File: src/rtl/logic_unit_arbiter.sv
// rtl/logic_unit_arbiter.sv - round-robin arbiter sharing one bitwise logic unit between two requesters
module logic_unit_arbiter #(
  parameter int WIDTH       = 32,
  parameter int EXEC_CYCLES = 1
) (
  input  logic             clk,
  input  logic             rst_n,
  input  logic             ReqValid0,
  input  logic             ReqValid1,
  output logic             ReqReady0,
  output logic             ReqReady1,
  input  logic [WIDTH-1:0] ReqA0,
  input  logic [WIDTH-1:0] ReqA1,
  input  logic [WIDTH-1:0] ReqB0,
  input  logic [WIDTH-1:0] ReqB1,
  input  logic [1:0]       ReqOp0,
  input  logic [1:0]       ReqOp1,
  output logic             RespValid0,
  output logic             RespValid1,
  input  logic             RespReady0,
  input  logic             RespReady1,
  output logic [WIDTH-1:0] RespData,
  output logic             RespZero,
  output logic [WIDTH-1:0] UnitA,
  output logic [WIDTH-1:0] UnitB,
  output logic [1:0]       UnitOp,
  input  logic [WIDTH-1:0] UnitO,
  output logic             Busy
);

  localparam logic [1:0] ST_IDLE = 2'd0;
  localparam logic [1:0] ST_EXEC = 2'd1;
  localparam logic [1:0] ST_RESP = 2'd2;

  logic [1:0]       state_q, state_d;
  logic [WIDTH-1:0] unit_a_q, unit_a_d;
  logic [WIDTH-1:0] unit_b_q, unit_b_d;
  logic [1:0]       unit_op_q, unit_op_d;
  logic [WIDTH-1:0] resp_data_q, resp_data_d;
  logic             resp_zero_q, resp_zero_d;
  logic             resp_valid0_q, resp_valid0_d;
  logic             resp_valid1_q, resp_valid1_d;
  logic             owner_q, owner_d;
  logic             last_q, last_d;
  logic [3:0]       count_q, count_d;

  logic in_exec, in_resp, in_idle;
  logic grant_sel, accept, owner_ready;

  // Encoding 2'd3 is unreachable; it behaves exactly like IDLE.
  assign in_exec = (state_q == ST_EXEC);
  assign in_resp = (state_q == ST_RESP);
  assign in_idle = !in_exec && !in_resp;

  // With both valid the requester that was not served last wins.
  assign grant_sel   = (ReqValid0 && ReqValid1) ? !last_q : ReqValid1;
  assign ReqReady0   = in_idle && ReqValid0 && !grant_sel;
  assign ReqReady1   = in_idle && ReqValid1 && grant_sel;
  assign accept      = ReqReady0 || ReqReady1;
  assign owner_ready = owner_q ? RespReady1 : RespReady0;

  always_comb begin
    state_d       = state_q;
    unit_a_d      = unit_a_q;
    unit_b_d      = unit_b_q;
    unit_op_d     = unit_op_q;
    resp_data_d   = resp_data_q;
    resp_zero_d   = resp_zero_q;
    resp_valid0_d = resp_valid0_q;
    resp_valid1_d = resp_valid1_q;
    owner_d       = owner_q;
    last_d        = last_q;
    count_d       = count_q;
    case (state_q)
      ST_EXEC: begin
        if (count_q != 4'd0) begin
          count_d = count_q - 4'd1;
        end else begin
          resp_data_d   = UnitO;
          resp_zero_d   = (UnitO == '0);
          resp_valid0_d = !owner_q;
          resp_valid1_d = owner_q;
          state_d       = ST_RESP;
        end
      end
      ST_RESP: begin
        if (owner_ready) begin
          resp_valid0_d = 1'b0;
          resp_valid1_d = 1'b0;
          last_d        = owner_q;
          state_d       = ST_IDLE;
        end
      end
      default: begin
        state_d = ST_IDLE;
        if (accept) begin
          unit_a_d  = grant_sel ? ReqA1 : ReqA0;
          unit_b_d  = grant_sel ? ReqB1 : ReqB0;
          unit_op_d = grant_sel ? ReqOp1 : ReqOp0;
          owner_d   = grant_sel;
          count_d   = 4'(EXEC_CYCLES - 1);
          state_d   = ST_EXEC;
        end
      end
    endcase
  end

  always_ff @(posedge clk or negedge rst_n) begin
    if (!rst_n) begin
      state_q       <= ST_IDLE;
      unit_a_q      <= '0;
      unit_b_q      <= '0;
      unit_op_q     <= 2'b00;
      resp_data_q   <= '0;
      resp_zero_q   <= 1'b0;
      resp_valid0_q <= 1'b0;
      resp_valid1_q <= 1'b0;
      owner_q       <= 1'b0;
      last_q        <= 1'b1;
      count_q       <= 4'd0;
    end else begin
      state_q       <= state_d;
      unit_a_q      <= unit_a_d;
      unit_b_q      <= unit_b_d;
      unit_op_q     <= unit_op_d;
      resp_data_q   <= resp_data_d;
      resp_zero_q   <= resp_zero_d;
      resp_valid0_q <= resp_valid0_d;
      resp_valid1_q <= resp_valid1_d;
      owner_q       <= owner_d;
      last_q        <= last_d;
      count_q       <= count_d;
    end
  end

  assign UnitA      = unit_a_q;
  assign UnitB      = unit_b_q;
  assign UnitOp     = unit_op_q;
  assign RespData   = resp_data_q;
  assign RespZero   = resp_zero_q;
  assign RespValid0 = resp_valid0_q;
  assign RespValid1 = resp_valid1_q;
  assign Busy       = in_exec || in_resp;

endmodule

File: config.mk
export PLATFORM = sky130hd
export DESIGN_NAME = logic_unit_arbiter
export DESIGN_NICKNAME = d
export VERILOG_FILES = /design/src/rtl/logic_unit_arbiter.sv
export SDC_FILE = /design/constraint.sdc
export NUM_CORES = 1
export LEC_CHECK = 0
export ABC_CLOCK_PERIOD_IN_PS = 4300
export BUFFER_PORTS_ARGS = -buffer_cell sky130_fd_sc_hd__buf_4
export CAP_MARGIN = 20
export CORE_AREA = 2 2 105 107
export DETAILED_ROUTE_END_ITERATION = 6
export DIE_AREA = 0 0 107 109
export HOLD_SLACK_MARGIN = 0.1
export PLACE_DENSITY = 0.92
export SLEW_MARGIN = 20
export SYNTH_ARGS = -nofsm -noshare
export SYNTH_HDL_FRONTEND = slang
export SYNTH_SLANG_ARGS = --single-unit
File: constraint.sdc
create_clock -name clk -period 4.3 [get_ports clk]
set_clock_uncertainty 0.2 [all_clocks]
set_input_delay 1.075 -clock clk [delete_from_list [all_inputs] [get_ports clk]]
set_output_delay 1.075 -clock clk [all_outputs]
set_load 0.02 [all_outputs]
==> metrics.log <==
INFO  metric synthesis.area = 5080 um^2
INFO  metric hold_buffers_post_cts = 0
INFO  metric path_common_cell = buf_4
INFO  metric power_density = 757 nW/um^2
INFO  metric worst_case_vdd_ir_drop = 0.377 mV
INFO  metric drt_iter0_markers = 199
INFO  metric cts_tree = done
INFO  metric final_nets = 864
INFO  metric run_status = completed
INFO  metric firstDrtPassIters = 4
INFO  metric number_of_rows_in_the_core_area = 38
INFO  metric die_y = 109 um
INFO  metric worst_skew_pair.late_latency = 0.36 ns
INFO  metric finish.utilization = 69.6%
INFO  metric period_share = 76.1%
INFO  metric via_count = 4237
INFO  metric slowest_delay = 0.40 ns
INFO  metric p_leak = 3.79 nW
INFO  metric final.min_clock_period = 3.27 ns
INFO  metric grt_max_degree = 95
INFO  metric path_class_of_the_lowest_slack_min_delay_path = reg -> reg
INFO  metric global_route_wire_length_before_repair = 21.0 mm
INFO  metric fmax = 305 MHz
INFO  metric critical_path.max_fanout = 10
INFO  metric synth_seq_cells = 109
INFO  metric max_cap_viol_count = 0
INFO  metric area_delta_synth_final = 45.3%
INFO  metric synth_most_common_cell = dfrtp_1
INFO  metric place.gp.congestion = 0.782
INFO  metric antenna_found_initial = 0
INFO  metric cell_types_with_the_largest_area_share_after_synthesis = dfrtp_1, mux2i_1, mux2_4
INFO  metric drt-total-wl = 13.8 mm
INFO  metric yosysWarningCount = 0
INFO  metric cp-start-kind = input port
INFO  metric gr-total-overflow = 0
INFO  metric numPortBuffers = 273
INFO  metric synth_enable_flop_cells = 0
INFO  metric worst_setup_path_end_kind = primary output
INFO  metric cts_resized = 0
INFO  metric yosys.area.top_type_share = 53.2%
INFO  metric post_synth_most_frequent_cells = dfrtp_1, nand2_1, o21ai_0
INFO  metric clk_transition_reported_paths = 0.10 ns
INFO  metric crit_path_buffers_inverters = 2
INFO  metric timing.critical_path.required = 3.02 ns
INFO  metric globalRouteTotalUtil = 23.2%
INFO  metric fraction_of_the_yosys_area_taken_by_sequential_cells = 53.7%
INFO  metric cp_cell_sequence = buf_4 -> a21boi_4 -> and2_1 -> buf_4
INFO  metric synth-main-ff-cell = dfrtp_1
INFO  metric post_drt_wl_per_cell = 16.6 um
INFO  metric clock-root-buffer = clkbuf_8
INFO  metric post-dp-hpwl = 10.8 mm
INFO  metric critical_path.slowest_cell = a21boi_4
INFO  metric worst_pin_slew = 1.01 ns
INFO  metric seqCellArea = 2730 um^2
INFO  metric dieArea = 11700 um^2
INFO  metric final.setup.tns = 0 ns
INFO  metric grt_setup_unrepaired = false
INFO  metric tritoncts_num_sinks = 109
INFO  metric tritoncts.num_buffers = 9
INFO  metric report.final.setup_viol = 0
INFO  metric post_drt_via_cell_ratio = 5.08
INFO  metric insertedDiodeCount = 0
INFO  metric ios = 274
INFO  metric finalHoldWorstSlack = 0.285 ns
INFO  metric synth_cell_type_count = 29
INFO  metric worst_max_slew_margin_expressed_relative_to_the_limit = 32.5%
INFO  metric drc = 0
INFO  metric htree_num_levels = 3
INFO  metric cts.repair_timing.setup_buffer_count = 0
INFO  metric first_global_vias = 4313
INFO  metric timing_worst_setup_path_type = in -> out
INFO  metric post_layout_inst_area = 7380 um^2
INFO  metric initial_utilization = 47.9%
INFO  metric critical-path-top-delay-family = compound AO/OA/AOI/OAI gates
INFO  metric nFillCells = 747
INFO  metric final-max-slew-violation-count = 0
INFO  metric postSynth.asyncResetShare = 100%
INFO  metric synthesis.nets = 604
INFO  metric hold_violation_total_from_the_final_report = 0
INFO  metric post_synthesis_average_cell_area = 11.8 um^2
INFO  metric dpl-instance-area = 7160 um^2
INFO  metric netlist.top_cell.by_area = dfrtp_1
INFO  metric drtAntennaViolNets = 0
INFO  metric crit_arrival = 2.00 ns
INFO  metric final_layout_size_suffix_gt1_share = 48.3%
INFO  metric core_footprint = 10600 um^2
INFO  metric clockBufferDepth = 2
INFO  metric multi_input_comb_area = 2130 um^2
INFO  metric synthesis.instances = 429
INFO  metric floorplan.die.width = 107 um
## tightest hold or removal path, delay by kind of cell (launching register included)
kind               cells  cell delay (ns)
AOI/OAI and AO/OA      1             0.05
and+or+nand+nor        1             0.04
DFF                    1             0.36
## layout by cell type (no fill, tap or decap)
cell and instances:
mux2i_1 68, or3_2 1, and2_4 1, nor4_1 10, a22o_1 2, and2_1 2
dfstp_2 1, dfrtp_1 108, buf_12 2, or2_2 1, clkbuf_8 9, mux2_2 5
a21o_1 2, nor2_1 4, clkinv_2 1, clkinv_4 1, nand4_1 2, nor2b_1 1
o21ai_4 1, bufinv_16 2, clkinvlp_4 2, mux2_4 30, inv_1 7, o21ai_0 71
a2bb2oi_2 1, a21boi_4 1, inv_6 1, a21oi_1 4, nor3b_4 1, ha_1 5
buf_4 274, nand2_1 73
## path summary, 6_finish.rpt
check / from / end / slack, ns / cells after the start
max in group asynchronous: rst_n / last_q / 2.62 / 2
setup / recovery: ReqValid0 / ReqReady1 / 1.03 / 4
hold reg to reg: UnitA[0] / UnitA[0] / 0.29 / 2
setup reg to reg: last_q / UnitA[24] / 1.79 / 4
hold / removal: UnitA[0] / UnitA[0] / 0.29 / 2
min in group asynchronous: rst_n / UnitA[2] / 0.51 / 1
## where the power goes
| group | switching [W] | internal [W] |
|---|---|---|
| clock network | 0.000343 | 0.000330 |
| logic | 0.00165 | 0.00139 |
| registers | 0.000323 | 0.00155 |
## registers in the layout, indices dropped and copies added, names as in the netlist
| name | flops |
|---|---|
| RespData | 32 |
| UnitA | 32 |
| UnitB | 32 |
| count_q | 4 |
| UnitOp | 2 |
| state_q | 2 |
| RespValid0 | 1 |
| RespValid1 | 1 |
| RespZero | 1 |
| last_q | 1 |
| owner_q | 1 |
## area by class of cell
class / count / share of cell area, %
clock buffer: 9 / 1.68
clock inverter: 7 / 1.32
inverter: 7 / 0.356
multi-input combinational: 286 / 28.9
sequential: 109 / 37.0
tap: 140 / 2.37
timing repair buffer: 276 / 28.4
## routing by layer
metal	track usage, %	share of wire [%]
met1	26.7	38
met3	5.32	7.3
met2	42.0	53
met4	9.28	2.2
met5	0	0
## cell families (layout without fill, tap and decap cells)
family | Yosys count | in the layout | share of synthesized area (%)
simple gates | 96 | 96 | 8.35
buf+inv | 34 | 299 | 4.70
compound gates | 82 | 82 | 8.64
mux | 103 | 103 | 23.4
flops | 109 | 109 | 53.7
fa+ha+maj | 5 | 5 | 1.23
## stage by stage
step | power [W] | setup slack [ns] | cells
floorplan | 0.00376 | 1.11 | 429
global placement | 0.00481 | 1.08 | 818
detailed placement | 0.00495 | 1.03 | 818
CTS | 0.00563 | 1.04 | 834
global route | 0.00594 | 1.02 | 834
finish | 0.00558 | 1.03 | 834
(Power assumes the default switching activity.)
